**src/rtl/riscv_tag_prop_ex_if.sv**
```systemverilog
// ---------------------------------------------------------------------------
// riscv_tag_prop_ex_if
// Bundle of the ID-side, WB-side and profiling signals for the EX-stage tag
// propagation block. The pipeline, or the bench, drives the master modport.
// The tag block connects to the slave modport.
//
//   ID side : enable_i, flush_i, id_valid_i, id_ready_o, alu_operator_mode_i,
//             rs1_tag_i, rs2_tag_i, use_rs2_i, rd_old_tag_i, multicycle_i
//   EX side : ex_ready_i, busy_o
//   WB side : wb_ready_i, tag_valid_o, tag_result_o
//   Profile : cnt_clr_i, stall_cnt_o
// ---------------------------------------------------------------------------
interface riscv_tag_prop_ex_if #(
  parameter int TAG_WIDTH      = 1,
  parameter int ALU_MODE_WIDTH = 2,
  parameter int CNT_WIDTH      = 16
);
  logic                      enable_i;
  logic                      flush_i;
  logic                      id_valid_i;
  logic                      id_ready_o;
  logic [ALU_MODE_WIDTH-1:0] alu_operator_mode_i;
  logic [TAG_WIDTH-1:0]      rs1_tag_i;
  logic [TAG_WIDTH-1:0]      rs2_tag_i;
  logic                      use_rs2_i;
  logic [TAG_WIDTH-1:0]      rd_old_tag_i;
  logic                      multicycle_i;
  logic                      ex_ready_i;
  logic                      wb_ready_i;
  logic                      tag_valid_o;
  logic [TAG_WIDTH-1:0]      tag_result_o;
  logic                      busy_o;
  logic                      cnt_clr_i;
  logic [CNT_WIDTH-1:0]      stall_cnt_o;

  modport master (
    output enable_i, flush_i, id_valid_i, alu_operator_mode_i, rs1_tag_i,
           rs2_tag_i, use_rs2_i, rd_old_tag_i, multicycle_i, ex_ready_i,
           wb_ready_i, cnt_clr_i,
    input  id_ready_o, tag_valid_o, tag_result_o, busy_o, stall_cnt_o
  );

  modport slave (
    input  enable_i, flush_i, id_valid_i, alu_operator_mode_i, rs1_tag_i,
           rs2_tag_i, use_rs2_i, rd_old_tag_i, multicycle_i, ex_ready_i,
           wb_ready_i, cnt_clr_i,
    output id_ready_o, tag_valid_o, tag_result_o, busy_o, stall_cnt_o
  );
endinterface

```
**src/rtl/riscv_tag_prop_ex.sv**
```systemverilog
// ---------------------------------------------------------------------------
// riscv_tag_prop_ex
// EX-stage DIFT tag propagation. The block takes the tag mode that ID decoded
// for an instruction and applies it to the operand tags. The resulting rd tag
// is registered. For MUL/DIV, the block waits for the multicycle unit to
// finish, so the tag reaches WB together with its data. The result is held
// until WB accepts it. A saturating counter records the number of cycles
// spent waiting on multicycle operations.
//
// Ports:
//   clk  - core clock
//   rst  - asynchronous, active-high reset
//   bus  - riscv_tag_prop_ex_if.slave. It carries the ID handshake and
//          operands, the EX completion, the WB handshake and result, and the
//          stall counter.
// ---------------------------------------------------------------------------
module riscv_tag_prop_ex #(
  parameter int TAG_WIDTH      = 1,
  parameter int ALU_MODE_WIDTH = 2,
  parameter int CNT_WIDTH      = 16
) (
  input logic                  clk,
  input logic                  rst,
  riscv_tag_prop_ex_if.slave   bus
);

  localparam logic [ALU_MODE_WIDTH-1:0] MODE_OLD   = ALU_MODE_WIDTH'(0);
  localparam logic [ALU_MODE_WIDTH-1:0] MODE_AND   = ALU_MODE_WIDTH'(1);
  localparam logic [ALU_MODE_WIDTH-1:0] MODE_OR    = ALU_MODE_WIDTH'(2);
  localparam logic [CNT_WIDTH-1:0]      CNT_MAX    = '1;

  // IDLE: empty. WAIT: multicycle op in flight. HOLD: result offered to WB.
  typedef enum logic [1:0] {
    S_IDLE = 2'd0,
    S_WAIT = 2'd1,
    S_HOLD = 2'd2
  } state_t;

  state_t                    state_q, state_d;
  logic [TAG_WIDTH-1:0]      result_q, result_d;
  logic [CNT_WIDTH-1:0]      cnt_q;
  logic [ALU_MODE_WIDTH-1:0] eff_mode;
  logic                      ready;
  logic                      accept;

  // HOLD can take a new instruction in the cycle WB drains the current one.
  // This allows back-to-back issue without a bubble.
  assign ready  = (state_q == S_IDLE) || ((state_q == S_HOLD) && bus.wb_ready_i);
  assign accept = bus.id_valid_i && ready;

  // Disabling propagation degrades every instruction to "keep rd's old tag".
  assign eff_mode = bus.enable_i ? bus.alu_operator_mode_i : MODE_OLD;

  // Tag function. Every operation is a per-bit logic operation on the tags.
  // An immediate operand counts as untainted: it is neutral for OR and
  // all-ones (identity) for AND.
  always_comb begin
    // NOTE: every signal written in always_comb gets a default first.
    // Otherwise, a path that misses an assignment infers a latch.
    result_d = '0;
    case (eff_mode)
      MODE_OLD: result_d = bus.rd_old_tag_i;
      MODE_AND: result_d = bus.rs1_tag_i & (bus.use_rs2_i ? bus.rs2_tag_i : {TAG_WIDTH{1'b1}});
      MODE_OR:  result_d = bus.rs1_tag_i | (bus.use_rs2_i ? bus.rs2_tag_i : {TAG_WIDTH{1'b0}});
      default:  result_d = '0; // CLEAR
    endcase
  end

  // Next-state logic. Flush overrides everything, including an accept in
  // the same cycle.
  always_comb begin
    state_d = state_q;
    if (bus.flush_i) begin
      state_d = S_IDLE;
    end else begin
      case (state_q)
        S_IDLE: begin
          if (accept) state_d = bus.multicycle_i ? S_WAIT : S_HOLD;
        end
        S_WAIT: begin
          if (bus.ex_ready_i) state_d = S_HOLD;
        end
        S_HOLD: begin
          if (bus.wb_ready_i) begin
            if (accept) state_d = bus.multicycle_i ? S_WAIT : S_HOLD;
            else        state_d = S_IDLE;
          end
        end
        default: state_d = S_IDLE;
      endcase
    end
  end

  // NOTE: sequential state uses non-blocking assignments only. All
  // registers then update from the values they held before the edge.
  always_ff @(posedge clk or posedge rst) begin
    if (rst) begin
      state_q <= S_IDLE;
    end else begin
      state_q <= state_d;
    end
  end

  // The result is captured at accept, which freezes enable_i and the
  // operands. Flush leaves the last value in place; only valid drops.
  always_ff @(posedge clk or posedge rst) begin
    if (rst) begin
      result_q <= '0;
    end else if (accept && !bus.flush_i) begin
      result_q <= result_d;
    end
  end

  // Counts WAIT cycles. Clear wins over increment, and the count saturates
  // at all-ones instead of wrapping.
  always_ff @(posedge clk or posedge rst) begin
    if (rst) begin
      cnt_q <= '0;
    end else if (bus.cnt_clr_i) begin
      cnt_q <= '0;
    end else if ((state_q == S_WAIT) && (cnt_q != CNT_MAX)) begin
      cnt_q <= cnt_q + CNT_WIDTH'(1);
    end
  end

  assign bus.id_ready_o   = ready;
  assign bus.tag_valid_o  = (state_q == S_HOLD);
  assign bus.busy_o       = (state_q == S_WAIT);
  assign bus.tag_result_o = result_q;
  assign bus.stall_cnt_o  = cnt_q;

endmodule

```
**src/flat_wrapper.sv**
```systemverilog
// flat-port wrapper written by rule: the top's interface ports become plain ports
module riscv_tag_prop_ex_flat 
#(
  parameter int TAG_WIDTH      = 1,
  parameter int ALU_MODE_WIDTH = 2,
  parameter int CNT_WIDTH      = 16
)
  (clk, rst, bus_enable_i, bus_flush_i, bus_id_valid_i, bus_alu_operator_mode_i, bus_rs1_tag_i, bus_rs2_tag_i, bus_use_rs2_i, bus_rd_old_tag_i, bus_multicycle_i, bus_ex_ready_i, bus_wb_ready_i, bus_cnt_clr_i, bus_id_ready_o, bus_tag_valid_o, bus_tag_result_o, bus_busy_o, bus_stall_cnt_o);
  riscv_tag_prop_ex_if #(.TAG_WIDTH(TAG_WIDTH), .ALU_MODE_WIDTH(ALU_MODE_WIDTH), .CNT_WIDTH(CNT_WIDTH)) bus_i ();
  input logic clk;
  input logic rst;
  input wire logic [$bits(bus_i.enable_i)-1:0] bus_enable_i;
  input wire logic [$bits(bus_i.flush_i)-1:0] bus_flush_i;
  input wire logic [$bits(bus_i.id_valid_i)-1:0] bus_id_valid_i;
  input wire logic [$bits(bus_i.alu_operator_mode_i)-1:0] bus_alu_operator_mode_i;
  input wire logic [$bits(bus_i.rs1_tag_i)-1:0] bus_rs1_tag_i;
  input wire logic [$bits(bus_i.rs2_tag_i)-1:0] bus_rs2_tag_i;
  input wire logic [$bits(bus_i.use_rs2_i)-1:0] bus_use_rs2_i;
  input wire logic [$bits(bus_i.rd_old_tag_i)-1:0] bus_rd_old_tag_i;
  input wire logic [$bits(bus_i.multicycle_i)-1:0] bus_multicycle_i;
  input wire logic [$bits(bus_i.ex_ready_i)-1:0] bus_ex_ready_i;
  input wire logic [$bits(bus_i.wb_ready_i)-1:0] bus_wb_ready_i;
  input wire logic [$bits(bus_i.cnt_clr_i)-1:0] bus_cnt_clr_i;
  output wire logic [$bits(bus_i.id_ready_o)-1:0] bus_id_ready_o;
  output wire logic [$bits(bus_i.tag_valid_o)-1:0] bus_tag_valid_o;
  output wire logic [$bits(bus_i.tag_result_o)-1:0] bus_tag_result_o;
  output wire logic [$bits(bus_i.busy_o)-1:0] bus_busy_o;
  output wire logic [$bits(bus_i.stall_cnt_o)-1:0] bus_stall_cnt_o;
  assign bus_i.enable_i = bus_enable_i;
  assign bus_i.flush_i = bus_flush_i;
  assign bus_i.id_valid_i = bus_id_valid_i;
  assign bus_i.alu_operator_mode_i = bus_alu_operator_mode_i;
  assign bus_i.rs1_tag_i = bus_rs1_tag_i;
  assign bus_i.rs2_tag_i = bus_rs2_tag_i;
  assign bus_i.use_rs2_i = bus_use_rs2_i;
  assign bus_i.rd_old_tag_i = bus_rd_old_tag_i;
  assign bus_i.multicycle_i = bus_multicycle_i;
  assign bus_i.ex_ready_i = bus_ex_ready_i;
  assign bus_i.wb_ready_i = bus_wb_ready_i;
  assign bus_i.cnt_clr_i = bus_cnt_clr_i;
  assign bus_id_ready_o = bus_i.id_ready_o;
  assign bus_tag_valid_o = bus_i.tag_valid_o;
  assign bus_tag_result_o = bus_i.tag_result_o;
  assign bus_busy_o = bus_i.busy_o;
  assign bus_stall_cnt_o = bus_i.stall_cnt_o;
  riscv_tag_prop_ex #(.TAG_WIDTH(TAG_WIDTH), .ALU_MODE_WIDTH(ALU_MODE_WIDTH), .CNT_WIDTH(CNT_WIDTH)) u_core (.clk(clk), .rst(rst), .bus(bus_i));
endmodule
```
**config.mk**
```make
export PLATFORM = sky130hd
export DESIGN_NAME = riscv_tag_prop_ex_flat
export DESIGN_NICKNAME = d
export VERILOG_FILES = /design/src/rtl/riscv_tag_prop_ex_if.sv /design/src/rtl/riscv_tag_prop_ex.sv /design/src/flat_wrapper.sv
export SDC_FILE = /design/constraint.sdc
export NUM_CORES = 1
export LEC_CHECK = 0
export CELL_PAD_IN_SITES_DETAIL_PLACEMENT = 0
export CELL_PAD_IN_SITES_GLOBAL_PLACEMENT = 1
export CORE_MARGIN = 2
export CORE_UTILIZATION = 36
export CTS_CLUSTER_DIAMETER = 60
export DETAILED_ROUTE_END_ITERATION = 16
export PLACE_DENSITY_LB_ADDON = 0.1
export SLEW_MARGIN = 0
export SYNTH_ARGS = -nofsm -noshare
export SYNTH_HDL_FRONTEND = slang
export SYNTH_SLANG_ARGS = --single-unit
```
**constraint.sdc**
```tcl
create_clock -name clk -period 5.2 [get_ports clk]
set_input_delay 1.04 -clock clk [delete_from_list [all_inputs] [get_ports clk]]
set_output_delay 1.04 -clock clk [all_outputs]
set_load 0.01 [all_outputs]
```
* Yosys cells after proc, flatten, opt, wreduce, memory -nomap -nowiden
Cells that the tools add are included.
** Cells by class
- Reduce and logical (&&, ||, !) cells :: 10
- Bitwise gates (word level) :: 2
- Add/sub/neg operators :: 1
- Mux-type cells :: 13
- Eq/ne operators :: 8
** Operator list (count)
- 2-to-1 mux 16 bit :: 2
- adder 16 x 1 -> 16 bit, second input constant :: 1
- inequality test 16 bit, second input constant :: 1
- 2-to-1 mux 2 bit :: 7
- inequality test 3 bit, second input constant :: 2
- one-hot mux 2 bit (3 select lines) :: 1
- == test 2 x 1 -> 1 bit, second input constant :: 2
- == test 2 bit, second input constant :: 2
- logical AND 1 bit :: 4
- logical NOT 2 bit :: 2
- inequality test 3 x 2 -> 1 bit, second input constant :: 1
- one-hot mux 1 bit (3 select lines) :: 1
- AND reduction 3 bit :: 1
- 2-to-1 mux 1 bit :: 2
- nonzero test 2 bit :: 1
- bitwise AND 1 bit :: 1
- logical NOT 1 bit :: 1
- logical OR 1 bit :: 1
- bitwise OR 1 bit :: 1
** Storage, ports and cells
- Word-level logic and storage cells :: 37
- Bits in registers :: 19
- Output and inout port bits :: 20
- Input bits :: 15

* Longest topological paths before layout
Gate-level depths: netlist (run 1).
- Depth in word-level cells :: 8
- Depth in mapped cells :: 6
- Mapped depth without buffers :: 5

* Worst setup path before layout (run 1)
Ideal clock, no wire load.
- Path type :: input to output
- From :: in bus_wb_ready_i
- To :: out bus_id_ready_o
- Stages :: 2
- Setup slack :: 2.876 ns
- Arrival :: 1.284 ns
- Path buffers :: 0
- Cells stage by stage :: nor2b_1 > nor2_1
** Between the ends
- Longest elaborated chain between the ends :: 2
** Ends and longest elaborated chain
- start: declaration :: line flat_wrapper.sv:22 : input wire logic [$bits(bus_i.wb_ready_i)-1:0] bus_wb_ready_i;
- logical AND 1 bit :: line riscv_tag_prop_ex.sv:48 : assign ready = (state_q == S_IDLE) || ((state_q == S_HOLD) && bus.wb_ready_i);
- logical OR 1 bit :: line riscv_tag_prop_ex.sv:48
- end: declaration :: line flat_wrapper.sv:24 : output wire logic [$bits(bus_i.id_ready_o)-1:0] bus_id_ready_o;
No other way between the ends.

* Worst setup path after layout (run 1)
Same ends and word-level chain as after synthesis.

==> results of run 1 <==
through the flow:
stage | cells | total power, uW
floorplan | 127 | 178
global placement | 202 | 202
detailed placement | 202 | 202
CTS | 206 | 283
global route | 206 | 295
finish | 206 | 276
layout make-up:
type	instances	area, um2	share of cell area (%)
multi-input combinational	95	606	39.2
sequential	19	475	30.8
timing repair buffer	35	348	22.5
tap	44	55.1	3.56
inverter	9	33.8	2.19
clock buffer	3	22.5	1.46
clock inverter	1	5.00	0.324
worst max-delay path, cell delays in order:
cell,delay [ns]
clkdlybuf4s50_1,0.47
nor2b_1,0.07
nor2_1,0.09
clkdlybuf4s50_1,0.54
flip-flops by register name, indices dropped and copies added, names as in the netlist:
register                 count
u_core.state_q               2
u_core.bus.stall_cnt_o      16
u_core.bus.tag_result_o      1
power groups by stage:
stage | logic [uW] | clock network, uW | registers, uW
after floorplan | 20.1 | 0 | 158
after global placement | 44.4 | 0 | 157
after detailed placement | 44.9 | 0 | 158
after CTS | 44.9 | 83.6 | 155
after global routing | 48.9 | 91.2 | 155
final | 44.2 | 77.3 | 155
cells by family after synthesis:
kind of cell | after synthesis
AOI/OAI and AO/OA | 40
DFF | 19
muxes | 2
and+or+nand+nor | 52
adders and majority gates | 1
buffers and inverters | 13
cell usage in the layout (no fill, tap or decap), types with 2 or more instances in the layout:
| cell | Yosys | layout |
|---|---|---|
| nand2_1 | 8 | 8 |
| or2_2 | 2 | 2 |
| nor2b_1 | 3 | 3 |
| o21ai_0 | 6 | 6 |
| o21a_1 | 2 | 2 |
| nor3_1 | 3 | 3 |
| a211oi_1 | 3 | 3 |
| nor2_1 | 5 | 5 |
| nand3_1 | 7 | 7 |
| or4b_2 | 2 | 2 |
| nand4_1 | 3 | 3 |
| o31ai_1 | 4 | 4 |
| clkbuf_4 | 0 | 3 |
| o31a_1 | 2 | 2 |
| a21oi_1 | 14 | 14 |
| nor4_1 | 3 | 3 |
| dfrtp_1 | 19 | 19 |
| inv_1 | 9 | 9 |
| or4_1 | 5 | 5 |
| clkdlybuf4s50_1 | 0 | 34 |
| or3_1 | 4 | 4 |
| o41ai_1 | 4 | 4 |
| nand2b_1 | 2 | 2 |
per-layer routing:
layer	vias up	GRT usage, %
met5	-	0
met4	0	5.71
met3	2	2.60
met2	23	26.4
met1	545	23.0
li1	562	-
how the worst max path moves through the flow:
stage,slack [ns],cells past startpoint,to
6_report,1.95,4,bus_id_ready_o
3_5_place_dp,1.95,4,bus_id_ready_o
2_1_floorplan,2.88,2,bus_id_ready_o
3_3_place_gp,1.96,4,bus_id_ready_o
4_1_cts,1.95,4,bus_id_ready_o
5_1_grt,1.88,4,bus_id_ready_o
==> flow_metrics.py, run 1 <==
metrics = {
    "clock_tree": {
        "cts_buffer_depth": 2,
        "cts_hold_buf": 0,
        "worstSkewPairLatency_ns": 0.30,
        "cts.reportedPaths.clkPinSlew_ns": 0.11,
        "tritoncts": "yes",
        "cts_resized": 0,
        "clkSinkCount": 19,
        "cts-root-buf": "clkbuf_4",
        "numCtsBuffers": 3,
        "h-tree-depth": 1,
        "post_cts_buffers": 0,
    },
    "hold_path": {
        "worstHoldStart": "u_core.bus.tag_result_o",
        "min_path_cells": 1,
        "min_path_type": "flop to flop",
        "min_to": "u_core.bus.tag_result_o",
    },
    "critical_path": {
        "r2r-end": "u_core.bus.stall_cnt_o[10]",
        "worstPathRequired_ns": 4.16,
        "crit_type": "primary input to primary output",
        "cp_max_fo": 3,
        "r2r_start": "u_core.bus.stall_cnt_o[0]",
        "rr_worst_depth": 5,
        "critPathLaunch": "bus_wb_ready_i",
        "critPathCaptureType": "primary output",
        "start_kind": "primary input",
        "cp.arrival_ns": 2.21,
        "ff2ff_setup_slack_ns": 3.00,
    },
    "timing": {
        "fin_crit_ns": 3.25,
        "period_share_pct": 62.5,
        "maxSlewHeadroom_pct": 48.6,
        "rsz0062_at_grt": "no",
        "tightestPinTransition_ns": 0.770,
        "fin_ws_ns": 1.95,
        "setup_viol": 0,
        "setup_tns_ns": 0,
        "slew_violations": 0,
        "hold_viol": 0,
        "holdWs_ns": 0.524,
        "skew_ns": 0.0103,
        "max_freq_mhz": 308,
    },
    "synthesis": {
        "yosysTopAreaCell": "dfrtp_1",
        "synth_compound_gate_area_share_pct": 22.9,
        "synthMuxAreaShare_pct": 1.87,
        "synth_simple_gate_area_share_pct": 27.4,
        "ys.flop_type": "dfrtp_1",
        "syn_nets": 143,
        "synth.most_common_cell": "dfrtp_1",
        "synth_xor_area_share_pct": 0,
        "async_flop_share_pct": 100,
        "ys_ff_latch": 19,
        "synth_edf_count": 0,
        "yosysUniqueCellTypes": 37,
        "netlist.area_leader.share_pct": 41.8,
        "synth_warnings": 0,
        "synth_area_leaders": "dfrtp_1 (42%), a21oi_1 (6.2%), or4_1 (3.3%)",
        "yosys-top-cells-count": "dfrtp_1 (19), a21oi_1 (14), inv_1 (9)",
        "synth_area_um2": 1140,
        "synthAdderAreaFrac_pct": 1.10,
        "syn_area_per_cell_um2": 8.97,
        "syn_inst": 127,
        "synth_top_family_by_area": "simple AND/OR/NAND/NOR gates",
        "ys_seq_area_share_pct": 41.8,
    },
    "drt": {
        "dr.pass1.iters": 4,
        "drtIter0Drc": 73,
        "wl_met1_mm": 1.39,
        "viasPerCell": 5.50,
        "drc": 0,
        "ant_nets": 0,
        "vias": 1132,
        "top_layer_used": "met4",
        "wl_per_cell_um": 13.4,
        "dr_wl_met3_um": 96,
        "wl_met2_mm": 1.25,
        "wirelength_mm": 2.76,
    },
    "grt": {
        "grt_pass1_wl_mm": 4.52,
        "antenna_found_initial": 0,
        "grt_max_degree": 20,
        "grt_pass1_vias": 995,
        "grt_use_total_pct": 16.7,
        "grt-ovfl-total": 0,
    },
    "power": {
        "vdd_drop_max_v": 0.0000925,
        "p_leak_uw": 0.000558,
        "p_sw_uw": 71.8,
        "seq_power_share_pct": 56.0,
        "clkPwrFrac_pct": 28.0,
        "p_int_uw": 205,
        "swShare_pct": 26.0,
        "p_per_area_nw_per_um2": 179,
        "p_comb_share_pct": 16.0,
    },
    "final_layout": {
        "diodes": 0,
        "fillers": 292,
        "area_growth_pct": 35.7,
        "design_area_um2": 1550,
        "fin_util_pct": 51.0,
        "drive_gt1_share_pct": 7.41,
        "nets": 179,
    },
    "die": {
        "die_area_um2": 3630,
        "std_cell_rows": 20,
        "die_w_um": 60.2,
        "start_util_pct": 37.6,
        "die_h_um": 60.2,
        "core_um2": 3030,
        "pin_count": 35,
    },
    "placement": {
        "gp_congestion": 0.740,
        "port_buffers": 34,
        "dp_slack_ns": 1.95,
        "placed_cell_area_um2": 1520,
        "detailed_place_hpwl_mm": 1.99,
    },
    "status": {
        "status": "finished, final reports clean",
    },
    "job": {
        "cap_violations": 0,
    },
}
No activity file was read; power rests on OpenSTA's default activity.
==> run 2: changes to the inputs <==
--- a/config.mk
+++ b/config.mk
@@ -8,7 +8,7 @@
 export CELL_PAD_IN_SITES_DETAIL_PLACEMENT = 0
 export CELL_PAD_IN_SITES_GLOBAL_PLACEMENT = 1
 export CORE_MARGIN = 2
-export CORE_UTILIZATION = 36
+export CORE_UTILIZATION = 34
 export CTS_CLUSTER_DIAMETER = 60
 export DETAILED_ROUTE_END_ITERATION = 16
 export PLACE_DENSITY_LB_ADDON = 0.1
==> constraint.sdc (replaced) <==
create_clock -name clk -period 3 [get_ports clk]
set_input_delay 0.6 -clock clk [delete_from_list [all_inputs] [get_ports clk]]
set_output_delay 0.6 -clock clk [all_outputs]
set_load 0.01 [all_outputs]
==> flow_metrics.py, run 2 (synthesis gave the netlist of run 1 again) <==
metrics = {
    "clock_tree": {
        "worstSkewPairLatency_ns": 0.30,
        "cts-root-buf": "clkbuf_4",
        "cts.reportedPaths.clkPinSlew_ns": 0.12,
        "post_cts_buffers": 0,
        "clkSinkCount": 19,
        "h-tree-depth": 1,
        "cts_resized": 0,
        "cts_buffer_depth": 2,
        "cts_hold_buf": 0,
        "numCtsBuffers": 3,
        "tritoncts": "yes",
    },
    "critical_path": {
        "rr_worst_depth": 4,
        "worstPathRequired_ns": 2.40,
        "crit_type": "flop to primary output",
        "cp_max_fo": 18,
        "start_kind": "flop",
        "cp.arrival_ns": 1.94,
        "critPathCaptureType": "primary output",
    },
    "die": {
        "die_h_um": 61.9,
        "core_um2": 3280,
        "std_cell_rows": 21,
        "start_util_pct": 34.7,
        "die_area_um2": 3830,
        "die_w_um": 61.9,
        "pin_count": 35,
    },
    "drt": {
        "ant_nets": 0,
        "dr.pass1.iters": 4,
        "drc": 0,
        "vias": 1123,
        "viasPerCell": 5.37,
        "wirelength_mm": 2.77,
        "wl_per_cell_um": 13.3,
        "drtIter0Drc": 63,
    },
    "timing": {
        "hold_viol": 0,
        "period_share_pct": 84.7,
        "setup_tns_ns": 0,
        "skew_ns": 0.00810,
        "slew_violations": 0,
        "tightestPinTransition_ns": 0.788,
        "fin_crit_ns": 2.54,
        "maxSlewHeadroom_pct": 47.4,
        "fin_ws_ns": 0.460,
        "rsz0062_at_grt": "no",
        "max_freq_mhz": 394,
        "setup_viol": 0,
    },
    "hold_path": {
        "min_path_cells": 1,
        "min_path_type": "flop to flop",
    },
    "power": {
        "clkPwrFrac_pct": 28.3,
        "vdd_drop_max_v": 0.000124,
        "p_leak_uw": 0.000563,
        "p_per_area_nw_per_um2": 310,
        "swShare_pct": 26.3,
        "seq_power_share_pct": 55.6,
        "p_int_uw": 355,
        "p_sw_uw": 127,
        "p_comb_share_pct": 16.2,
    },
    "placement": {
        "detailed_place_hpwl_mm": 2.06,
        "port_buffers": 34,
        "placed_cell_area_um2": 1530,
        "dp_slack_ns": 0.630,
        "gp_congestion": 0.830,
    },
    "final_layout": {
        "design_area_um2": 1560,
        "largest_reg_flops": 16,
        "fillers": 349,
        "nets": 180,
        "diodes": 0,
        "area_growth_pct": 36.6,
        "drive_gt1_share_pct": 7.98,
        "final_common_cell": "clkdlybuf4s50_1",
        "final_cell_mix": "clkdlybuf4s50_1 (34), dfrtp_1 (19), a21oi_1 (14)",
    },
    "grt": {
        "grt_max_degree": 20,
        "antenna_found_initial": 0,
        "grt_pass1_wl_mm": 4.55,
        "grt_use_total_pct": 16.0,
        "grt_pass1_vias": 1021,
        "grt-ovfl-total": 0,
    },
    "status": {
        "status": "finished, final reports clean",
    },
    "job": {
        "cap_violations": 0,
    },
}
==> run 2: cell count changes in the layout (fill, tap and decap cells not counted), sizes merged <==
cell,previous run,this run
buf,1,2
==> run 2: critical path, stage by stage, from the launching register on <==
cell             delay [ns]
dfrtp_1                0.48
nand2b_1               0.39
inv_1                  0.21
clkdlybuf4s50_1        0.56
==> run 2: worst paths after layout <==
| check | startpoint | to | slack, ns |
|---|---|---|---|
| worst min-delay path | u_core.bus.tag_result_o | u_core.bus.tag_result_o | 0.53 |
| min in group asynchronous | rst | u_core.bus.stall_cnt_o[10] | 0.73 |
| worst max register to register | u_core.state_q[0] | u_core.bus.stall_cnt_o[15] | 0.78 |
| max in group asynchronous | rst | u_core.bus.stall_cnt_o[6] | 1.78 |
| worst min register to register | u_core.bus.tag_result_o | u_core.bus.tag_result_o | 0.53 |
| worst max-delay path | u_core.state_q[0] | bus_busy_o | 0.46 |
==> run 2: metrics by stage <==
stage | std cells | power [uW] | utilization, % | hold WS (ns)
after floorplan | 127 | 309 | - | 0.531
after global placement | 205 | 351 | 46.5 | 0.488
after detailed placement | 205 | 352 | 46.5 | 0.500
after CTS | 209 | 491 | 47.4 | 0.529
after global routing | 209 | 503 | 47.4 | 0.560
final | 209 | 482 | 47.4 | 0.526
==> run 2: routing by layer <==
metal  track usage, %  part of all wire (%)
met5                0                     0
met2             26.0                    45
met3             2.90                   3.9
met1             21.4                    50
met4             5.47                  0.72
==> run 2: power groups by stage <==
stage,sequential [uW],combinational (uW),clock (uW)
floorplan,274,34.8,0
global placement,273,78.4,0
detailed placement,273,79.1,0
CTS,268,79.2,144
global route,269,85.4,149
finish,268,77.9,136
==> run 2: area by class of cell <==
type	instances	area (um2)	area share, %
Clock buffer	3	22.5	1.45
Multi-Input combinational cell	95	606	38.9
Tap cell	46	57.6	3.70
Timing Repair Buffer	36	355	22.8
Inverter	9	33.8	2.17
Sequential cell	19	475	30.6
Clock inverter	1	5.00	0.322
